==> src/rtl/ofdm_frame_sched.sv <==
// Frame-length scheduler for the OFDM synchronizer: queues host frame lengths,
// loads one per frame and tracks the output stream to find each frame's end.
module ofdm_frame_sched #(
    parameter int         SYMBOL_LEN      = 80,
    parameter int         MAX_NUM_SYMBOLS = 200,
    parameter int         NSW             = $clog2(MAX_NUM_SYMBOLS + 1),
    parameter int         QUEUE_AWIDTH    = 3,
    parameter logic [7:0] SR_FRAME_LEN    = 8'd132,
    parameter logic [7:0] SR_DEFAULT_LEN  = 8'd133,
    parameter logic [7:0] SR_CTRL         = 8'd134
) (
    input  logic                    clk,
    input  logic                    reset,
    input  logic                    set_stb,
    input  logic [7:0]              set_addr,
    input  logic [31:0]             set_data,
    input  logic                    mon_tvalid,
    input  logic                    mon_tready,
    input  logic                    mon_sof,
    output logic [NSW-1:0]          num_symbols,
    output logic                    num_symbols_valid,
    output logic                    frame_active,
    output logic [QUEUE_AWIDTH:0]   queue_count,
    output logic                    overflow,
    output logic [15:0]             reject_cnt,
    output logic [15:0]             abort_cnt
);

    localparam int                  SCW         = $clog2(SYMBOL_LEN);
    localparam int                  DEPTH       = 2 ** QUEUE_AWIDTH;
    localparam logic [NSW-1:0]      MAX_NS      = NSW'(MAX_NUM_SYMBOLS);
    localparam logic [SCW-1:0]      LAST_SAMPLE = SCW'(SYMBOL_LEN - 1);
    localparam logic [QUEUE_AWIDTH:0] FULL_COUNT = (QUEUE_AWIDTH + 1)'(DEPTH);

    typedef enum logic [1:0] {IDLE, LOAD, ARMED, RUN} state_t;

    state_t                  state;
    logic [NSW-1:0]          mem [DEPTH];
    logic [QUEUE_AWIDTH-1:0] wr_ptr;
    logic [QUEUE_AWIDTH-1:0] rd_ptr;
    logic [NSW-1:0]          default_len;
    logic                    default_en;
    logic [SCW-1:0]          sample_cnt;
    logic [NSW-1:0]          sym_cnt;

    logic           beat;
    logic           wr_frame;
    logic           wr_default;
    logic           flush;
    logic [NSW-1:0] push_val;
    logic           len_ok;
    logic           default_ok;
    logic           q_empty;
    logic           q_full;
    logic           pop;
    logic           push_try;
    logic           push;

    assign beat       = mon_tvalid & mon_tready;
    assign wr_frame   = set_stb && (set_addr == SR_FRAME_LEN);
    assign wr_default = set_stb && (set_addr == SR_DEFAULT_LEN);
    assign flush      = set_stb && (set_addr == SR_CTRL) && set_data[0];
    assign push_val   = set_data[NSW-1:0];
    assign len_ok     = (push_val != '0) && (push_val <= MAX_NS) && (set_data[31:NSW] == '0);
    assign default_ok = default_en && (default_len != '0) && (default_len <= MAX_NS);
    assign q_empty    = (queue_count == '0);
    assign q_full     = (queue_count == FULL_COUNT);
    assign pop        = !flush && (state == IDLE) && !q_empty;
    assign push_try   = wr_frame && len_ok && !flush;
    // A pop in the same cycle frees a slot, so a push into a full queue still lands.
    assign push       = push_try && (!q_full || pop);

    // NOTE: sequential state uses non-blocking assignments so every register
    // samples the pre-edge values of the others.
    always_ff @(posedge clk) begin
        if (reset || flush) begin
            wr_ptr      <= '0;
            rd_ptr      <= '0;
            queue_count <= '0;
            overflow    <= 1'b0;
        end else begin
            if (push) wr_ptr <= wr_ptr + 1'b1;
            if (pop)  rd_ptr <= rd_ptr + 1'b1;
            if (push && !pop)      queue_count <= queue_count + 1'b1;
            else if (pop && !push) queue_count <= queue_count - 1'b1;
            if (push_try && q_full && !pop) overflow <= 1'b1;
        end
    end

    // NOTE: queue storage has no reset; pointers and count define which entries are live.
    always_ff @(posedge clk) begin
        if (push) mem[wr_ptr] <= push_val;
    end

    always_ff @(posedge clk) begin
        if (reset) begin
            default_len <= '0;
            default_en  <= 1'b0;
            reject_cnt  <= '0;
        end else begin
            if (wr_default) begin
                default_len <= set_data[NSW-1:0];
                default_en  <= set_data[31];
            end
            if (wr_frame && !len_ok && (reject_cnt != 16'hFFFF)) reject_cnt <= reject_cnt + 16'd1;
        end
    end

    always_ff @(posedge clk) begin
        if (reset) begin
            state             <= IDLE;
            num_symbols       <= MAX_NS;
            num_symbols_valid <= 1'b0;
            frame_active      <= 1'b0;
            sample_cnt        <= '0;
            sym_cnt           <= '0;
            abort_cnt         <= '0;
        end else begin
            num_symbols_valid <= 1'b0;
            if (flush) begin
                state        <= IDLE;
                frame_active <= 1'b0;
            end else begin
                case (state)
                    IDLE: begin
                        if (!q_empty) begin
                            num_symbols       <= mem[rd_ptr];
                            num_symbols_valid <= 1'b1;
                            state             <= LOAD;
                        end else if (default_ok) begin
                            num_symbols       <= default_len;
                            num_symbols_valid <= 1'b1;
                            state             <= LOAD;
                        end
                    end
                    LOAD: state <= ARMED;
                    ARMED: begin
                        if (beat && mon_sof) begin
                            sample_cnt   <= SCW'(1);
                            sym_cnt      <= '0;
                            frame_active <= 1'b1;
                            state        <= RUN;
                        end
                    end
                    RUN: begin
                        if (beat) begin
                            if (mon_sof) begin
                                // Premature SOF: drop the frame and leave this beat uncounted.
                                if (abort_cnt != 16'hFFFF) abort_cnt <= abort_cnt + 16'd1;
                                frame_active <= 1'b0;
                                state        <= IDLE;
                            end else if (sample_cnt == LAST_SAMPLE) begin
                                sample_cnt <= '0;
                                sym_cnt    <= sym_cnt + 1'b1;
                                if ((sym_cnt + 1'b1) == num_symbols) begin
                                    frame_active <= 1'b0;
                                    state        <= IDLE;
                                end
                            end else begin
                                sample_cnt <= sample_cnt + 1'b1;
                            end
                        end
                    end
                    default: state <= IDLE;
                endcase
            end
        end
    end

endmodule

==> config.mk <==
export PLATFORM = sky130hd
export DESIGN_NAME = ofdm_frame_sched
export DESIGN_NICKNAME = d
export VERILOG_FILES = /design/src/rtl/ofdm_frame_sched.sv
export SDC_FILE = /design/constraint.sdc
export NUM_CORES = 1
export LEC_CHECK = 0
export BUFFER_PORTS_ARGS = -buffer_cell sky130_fd_sc_hd__buf_2
export CAP_MARGIN = 40
export CORE_MARGIN = 3
export CORE_UTILIZATION = 35
export CTS_CLUSTER_DIAMETER = 150
export DETAILED_ROUTE_END_ITERATION = 10
export HOLD_SLACK_MARGIN = 0.15
export SYNTH_ARGS = -nofsm -noshare
export SYNTH_HDL_FRONTEND = slang
export SYNTH_SLANG_ARGS = --single-unit
==> constraint.sdc <==
create_clock -name clk -period 8.1 [get_ports clk]
set_clock_uncertainty 0.15 [all_clocks]
set_input_delay 0.81 -clock clk [delete_from_list [all_inputs] [get_ports clk]]
set_output_delay 0.81 -clock clk [all_outputs]
set_load 0.05 [all_outputs]
# Word-level counts from Yosys, hierarchy flattened
# Memory sizes are Yosys's and may differ from the RTL's. A register that Yosys moved wholly into a read port is not among the register bits.
# Cells that the tools add are included.
op_classes:
  addsub: 8
  magnitude_cmp: 2
  eq_ne: 19
  muxes: 34
  n_bitwise: 3
  n_reduce_logical: 43
op_table:
  columns: ["op", "count"]
  rows:
  - ["8-bit two-way mux", 6]
  - ["16-bit by 1-bit adder with 16-bit output (second input constant)", 2]
  - ["16-bit != test (second input constant)", 2]
  - ["7-bit two-way mux", 4]
  - ["8-bit == test (second input constant)", 3]
  - ["24-bit logical NOT", 1]
  - ["1-bit logical AND", 20]
  - ["5-bit AND reduction", 4]
  - ["8-bit <= comparator (second input constant)", 2]
  - ["8-bit one-hot mux with 2 select lines", 1]
  - ["8-bit nonzero test", 2]
  - ["2-bit two-way mux", 7]
  - ["7-bit one-hot mux with 2 select lines", 1]
  - ["2-bit != test (second input constant)", 5]
  - ["1-bit two-way mux", 9]
  - ["3-bit != test (second input constant)", 3]
  - ["8-bit by 1-bit adder with 8-bit output (second input constant)", 1]
  - ["8-bit == test", 1]
  - ["4-bit two-way mux", 2]
  - ["2-bit one-hot mux with 4 select lines", 1]
  - ["7-bit by 1-bit adder with 7-bit output (second input constant)", 1]
  - ["7-bit == test (second input constant)", 1]
  - ["3-bit by 1-bit adder with 3-bit output (second input constant)", 2]
  - ["1-bit logical NOT", 6]
  - ["other kinds (17)", 22]
word_totals:
  reg_bits: 79
  ramBits: 64
  inputBits: 46
  output_inout_bits: 47
  wordCells: 124
  mem_count: 1
mem_list:
  columns: ["name", "words", "word_bits", "rd", "rd_clocked_by_memory_dff", "write_ports", "line", "source"]
  rows:
  - ["mem", 8, 8, 1, 1, 1, "38", "logic [NSW-1:0] mem [DEPTH];"]

# Depth between registers and ports, before layout
logic_depth:
  ltp_word: 12
  ltp_mapped: 14
  mapped_depth_nobuf: 14

# Worst setup path before layout
# Ideal clock, no wire load.
synth_path:
  path_type: "input -> register"
  startpoint: "in set_data[0]"
  endpoint: "reg queue_count[3]"
  setup_ns: 0.070
  t_arrival_ns: 3.306
  required_ns: 7.880
  setup_slack_ns: 4.574
  stages: 13
  path_buffers: 0
  path_cell_list: "or3_1 -> nand4_1 -> nor4b_4 -> nand3_1 -> inv_1 -> ha_1 -> inv_1 -> ha_1 -> a21o_1 -> a21oi_1 -> xnor2_1 -> or3_1 -> a21oi_1"
synth_between:
  elab_chain_len: 9
  elab_cells_between_ends: 19
synth_lines:
  columns: ["element", "line", "source"]
  rows:
  - ["start, declared", "16", "input logic [31:0] set_data,"]
  - ["8-bit <= comparator, or another cell as far along", "64", "assign len_ok = (push_val != '0) && (push_val <= MAX_NS) && (set_data[31:NSW] == '0);"]
  - ["1-bit logical AND or 1-bit logical NOT (tied branches)", "64, 68, 69", null]
  - ["1-bit logical AND (on tied branches)", "64, 68", null]
  - ["1-bit logical AND (on tied branches)", "69, 68", null]
  - ["1-bit logical AND or 1-bit logical OR (tied branches)", "69, 71", null]
  - ["1-bit logical AND (*)", "71", "assign push = push_try && (!q_full || pop);"]
  - ["named net push", "57", "logic push;"]
  - ["1-bit logical NOT", "85", "else if (pop && !push) queue_count <= queue_count - 1'b1;"]
  - ["1-bit logical AND", "85", null]
  - ["2-bit nonzero test (no source line)", null, null]
  - ["end signal, assigned", "84", "if (push && !pop) queue_count <= queue_count + 1'b1;"]
  - ["end signal, assigned", "85", null]
  - ["end, declared", "23", "output logic [QUEUE_AWIDTH:0] queue_count,"]
# Mark *: on every way through the listed nets, which the timed path passes. The rest lies on a longest branch.
# A chain may end at the register's enable or synchronous reset.

# Final worst setup path
# Ends and elaborated chain as after synthesis.

==> results.sh <==
export IMPL_grt_pass1_wl_um=25300
export IMPL_cts_inserted_buffers=17
export IMPL_cp_top_family="simple AND/OR/NAND/NOR gates"
export IMPL_fin_cells=943
export IMPL_avgSynthCellArea_um2=11.1
export IMPL_synthCells=604
export IMPL_power_density_mw_per_mm2=211
export IMPL_ys_types=64
export IMPL_report_final_slew_viol_count=0
export IMPL_crit_fanout=12
export IMPL_synthMuxAreaShare_pct=9.11
export IMPL_synth_top_area_cell="edfxtp_1"
export IMPL_layout_min_cycle_time_ns=3.77
export IMPL_drc_errors=0
export IMPL_wl_per_cell_um=16.7
export IMPL_pre_cts_ws_ns=3.94
export IMPL_crit_buf_inv=3
export IMPL_grtUsageMet1_pct=20.1
export IMPL_place_hpwl_um=11100
export IMPL_synth_edf_count=64
export IMPL_grt_max_degree=61
export IMPL_antennaDiodeCount=0
export IMPL_path_clk_slew_ns=0.06
export IMPL_gr_max_usage_layer="met2"
export IMPL_clock_latency_ns=0.42
export IMPL_grt_pass1_vias=4866
export IMPL_crit_arrival_ns=3.97
export IMPL_yosys_area_share_adder_pct=2.53
export IMPL_route_vias_total=5010
export IMPL_worst_pin_slew_ns=0.867
export IMPL_rsz0062_at_grt="no"
export IMPL_path_class="in -> reg"
export IMPL_grt_use_met3_pct=3.22
export IMPL_synth_top_cell_area_share_pct=28.6
export IMPL_viasPerCell=5.31
export IMPL_cts_repair_resized=0
export IMPL_min_period_over_period_pct=46.5
export IMPL_layout_common_cells="92 x buf_2, 82 x dfxtp_1, 75 x nor2_1"
export IMPL_tns_ns=0
export IMPL_area_delta_synth_final_pct=19.1
export IMPL_ys_flop_type="dfxtp_1"
export IMPL_critPathLaunchType="input port"
export IMPL_initial_core_util_pct=35.9
export IMPL_drive_gt1_share_pct=23.4
export IMPL_setup_viol=0
export IMPL_setup_slack_ns=4.33
export IMPL_clockBufferDepth=2
export IMPL_synth_seq_cells=146
export IMPL_slew_headroom_pct=42.1
export IMPL_cts_setup_buffers=0
export IMPL_cp_slowest_cell="or3_1"
export IMPL_cts_tree="built"
export IMPL_drtPass1Iterations=7
export IMPL_gr_total_overflow=0
export IMPL_synthArstFlopShare_pct=0
export IMPL_place_inst=911
export IMPL_synth_top_family_by_area="simple AND/OR/NAND/NOR gates"
export IMPL_final_nets=755
export IMPL_synth_area_leaders="edfxtp_1 29%, dfxtp_1 24%, mux4_2 5.4%"
export IMPL_outcome="finished, final reports clean"
export IMPL_synth_compound_area_share_pct=8.39
export IMPL_antenna_found_initial=0
export IMPL_fp_dieH_um=145
export IMPL_placed_cell_area_mm2=0.00744
export IMPL_synth_yosys_seq_area_share_pct=53.0
export IMPL_holdWs_ns=0.324
export IMPL_rows=50
export IMPL_final_area_mm2=0.00801
export IMPL_dieArea_mm2=0.0209
export IMPL_coreArea_mm2=0.0188
export IMPL_cts_max_level=4
export IMPL_yosys_area_share_simple_pct=19.3
export IMPL_maxCapViolCount=0
export IMPL_cts_root_buf="clkbuf_16"
export IMPL_hold_viol=0
export IMPL_hp_class="reg -> reg"
export IMPL_die_x_um=145
export IMPL_p_leak_uw=0.00298
export IMPL_postRouteAntennaNets=0
export IMPL_wl_um=15700
export IMPL_port_buffers=92
export IMPL_first_iter_violations=296
export IMPL_cts_sinks=146
export IMPL_ctsHoldBuffers=0
export IMPL_use_met2_pct=25.9
export IMPL_globalplace_congestion=0.805
export IMPL_worstSetupEndpointType="flop"
export IMPL_synthXorXnorAreaFrac_pct=5.08
export IMPL_fmax_ghz=0.266
export IMPL_cp_data_required_time_ns=8.30
export IMPL_path_cells="buf_2, or3_1, nand4_1, nor4b_4, nand3_1, inv_1, ha_1, inv_1, ha_1, a21o_1, a21oi_1, xnor2_1, or3_1, a21oi_1"
export IMPL_yosysWarnings=0
export IMPL_mostFrequentLayoutCell="buf_2"
export IMPL_ir_drop_v=0.000153
export IMPL_track_usage_pct=15.6
export IMPL_synth_area_mm2=0.00673
export IMPL_worst_path_largest_cell_delay_ns=0.46
export IMPL_pin_count=93
export IMPL_syn_num_nets=663
==> per-stage QoR <==
step | utilization [%] | power [uW]
floorplan | - | 899
global placement | 39.6 | 935
detailed placement | 39.6 | 942
CTS | 42.7 | 1700
global route | 42.7 | 1750
finish | 42.7 | 1690
==> worst min-delay path, cell delays in order (launching register included) <==
cell and delay, ns:
dfxtp_1 0.32, a31oi_1 0.04, nor2_1 0.07
==> power breakdown <==
part / switching (uW) / total, uW / internal [uW]
registers: 6.49 / 781 / 774
logic: 90.8 / 144 / 53.0
clock network: 331 / 762 / 431
total: 428 / 1690 / 1260
==> per-layer routing <==
metal  wire, um  part of all wire [%]
met5          0                     0
met4        213                   1.4
met3        629                   4.0
met2       7850                    50
met1       7020                    45
==> registers in the layout (all words and copies together) (netlist names), named ones only <==
signal             count
overflow               1
rd_ptr                 3
num_symbols            8
queue_count            4
frame_active           1
reject_cnt            16
num_symbols_valid      1
wr_ptr                 3
sym_cnt                8
default_en             1
mem                   64
sample_cnt             7
default_len            8
state                  2
abort_cnt             16
==> cell type report <==
class / count / area, um^2
fill: 1797 / 10800
inverter: 16 / 60.1
clock buffer: 17 / 425
timing repair buffer: 101 / 528
tap: 234 / 293
clock inverter: 15 / 148
sequential: 146 / 3560
multi-input combinational: 414 / 3000
==> cell families after synthesis <==
| group | after synthesis |
|---|---|
| multiplexers | 41 |
| flip-flops | 146 |
| buffers and inverters | 44 |
| AND/OR/NAND/NOR | 239 |
| adder cells (fa/ha/maj) | 13 |
| AO/OA/AOI/OAI | 82 |
| XOR/XNOR | 39 |
==> path summary, 6_finish.rpt <==
path	to	slack, ns	startpoint	depth (start not counted)
worst min-delay path	overflow$_SDFFE_PP0P_	0.32	overflow$_SDFFE_PP0P_	2
worst max register to register	queue_count[3]$_SDFFE_PP0P_	4.75	queue_count[0]$_SDFFE_PP0P_	12
worst max-delay path	queue_count[3]$_SDFFE_PP0P_	4.33	set_data[0]	14
worst min register to register	overflow$_SDFFE_PP0P_	0.32	overflow$_SDFFE_PP0P_	2
==> synthesized netlist by cell type, drive strengths merged, types with 5 or more instances <==
cell and n:
dfxtp 82, nor2 75, edfxtp 64, nand2 33, a21oi 26, mux2i 23, xnor2 22, clkbuf 20
nand3 20, nand4 17, nor4 17, xor2 17, inv 16, mux4 16, o21ai 16, nor3 13
ha 12, and3 10, or4 10, o31ai 9, a211o 8, buf 8, or3 8, nor2b 6
nor4b 5
(Power assumes the default switching activity.)
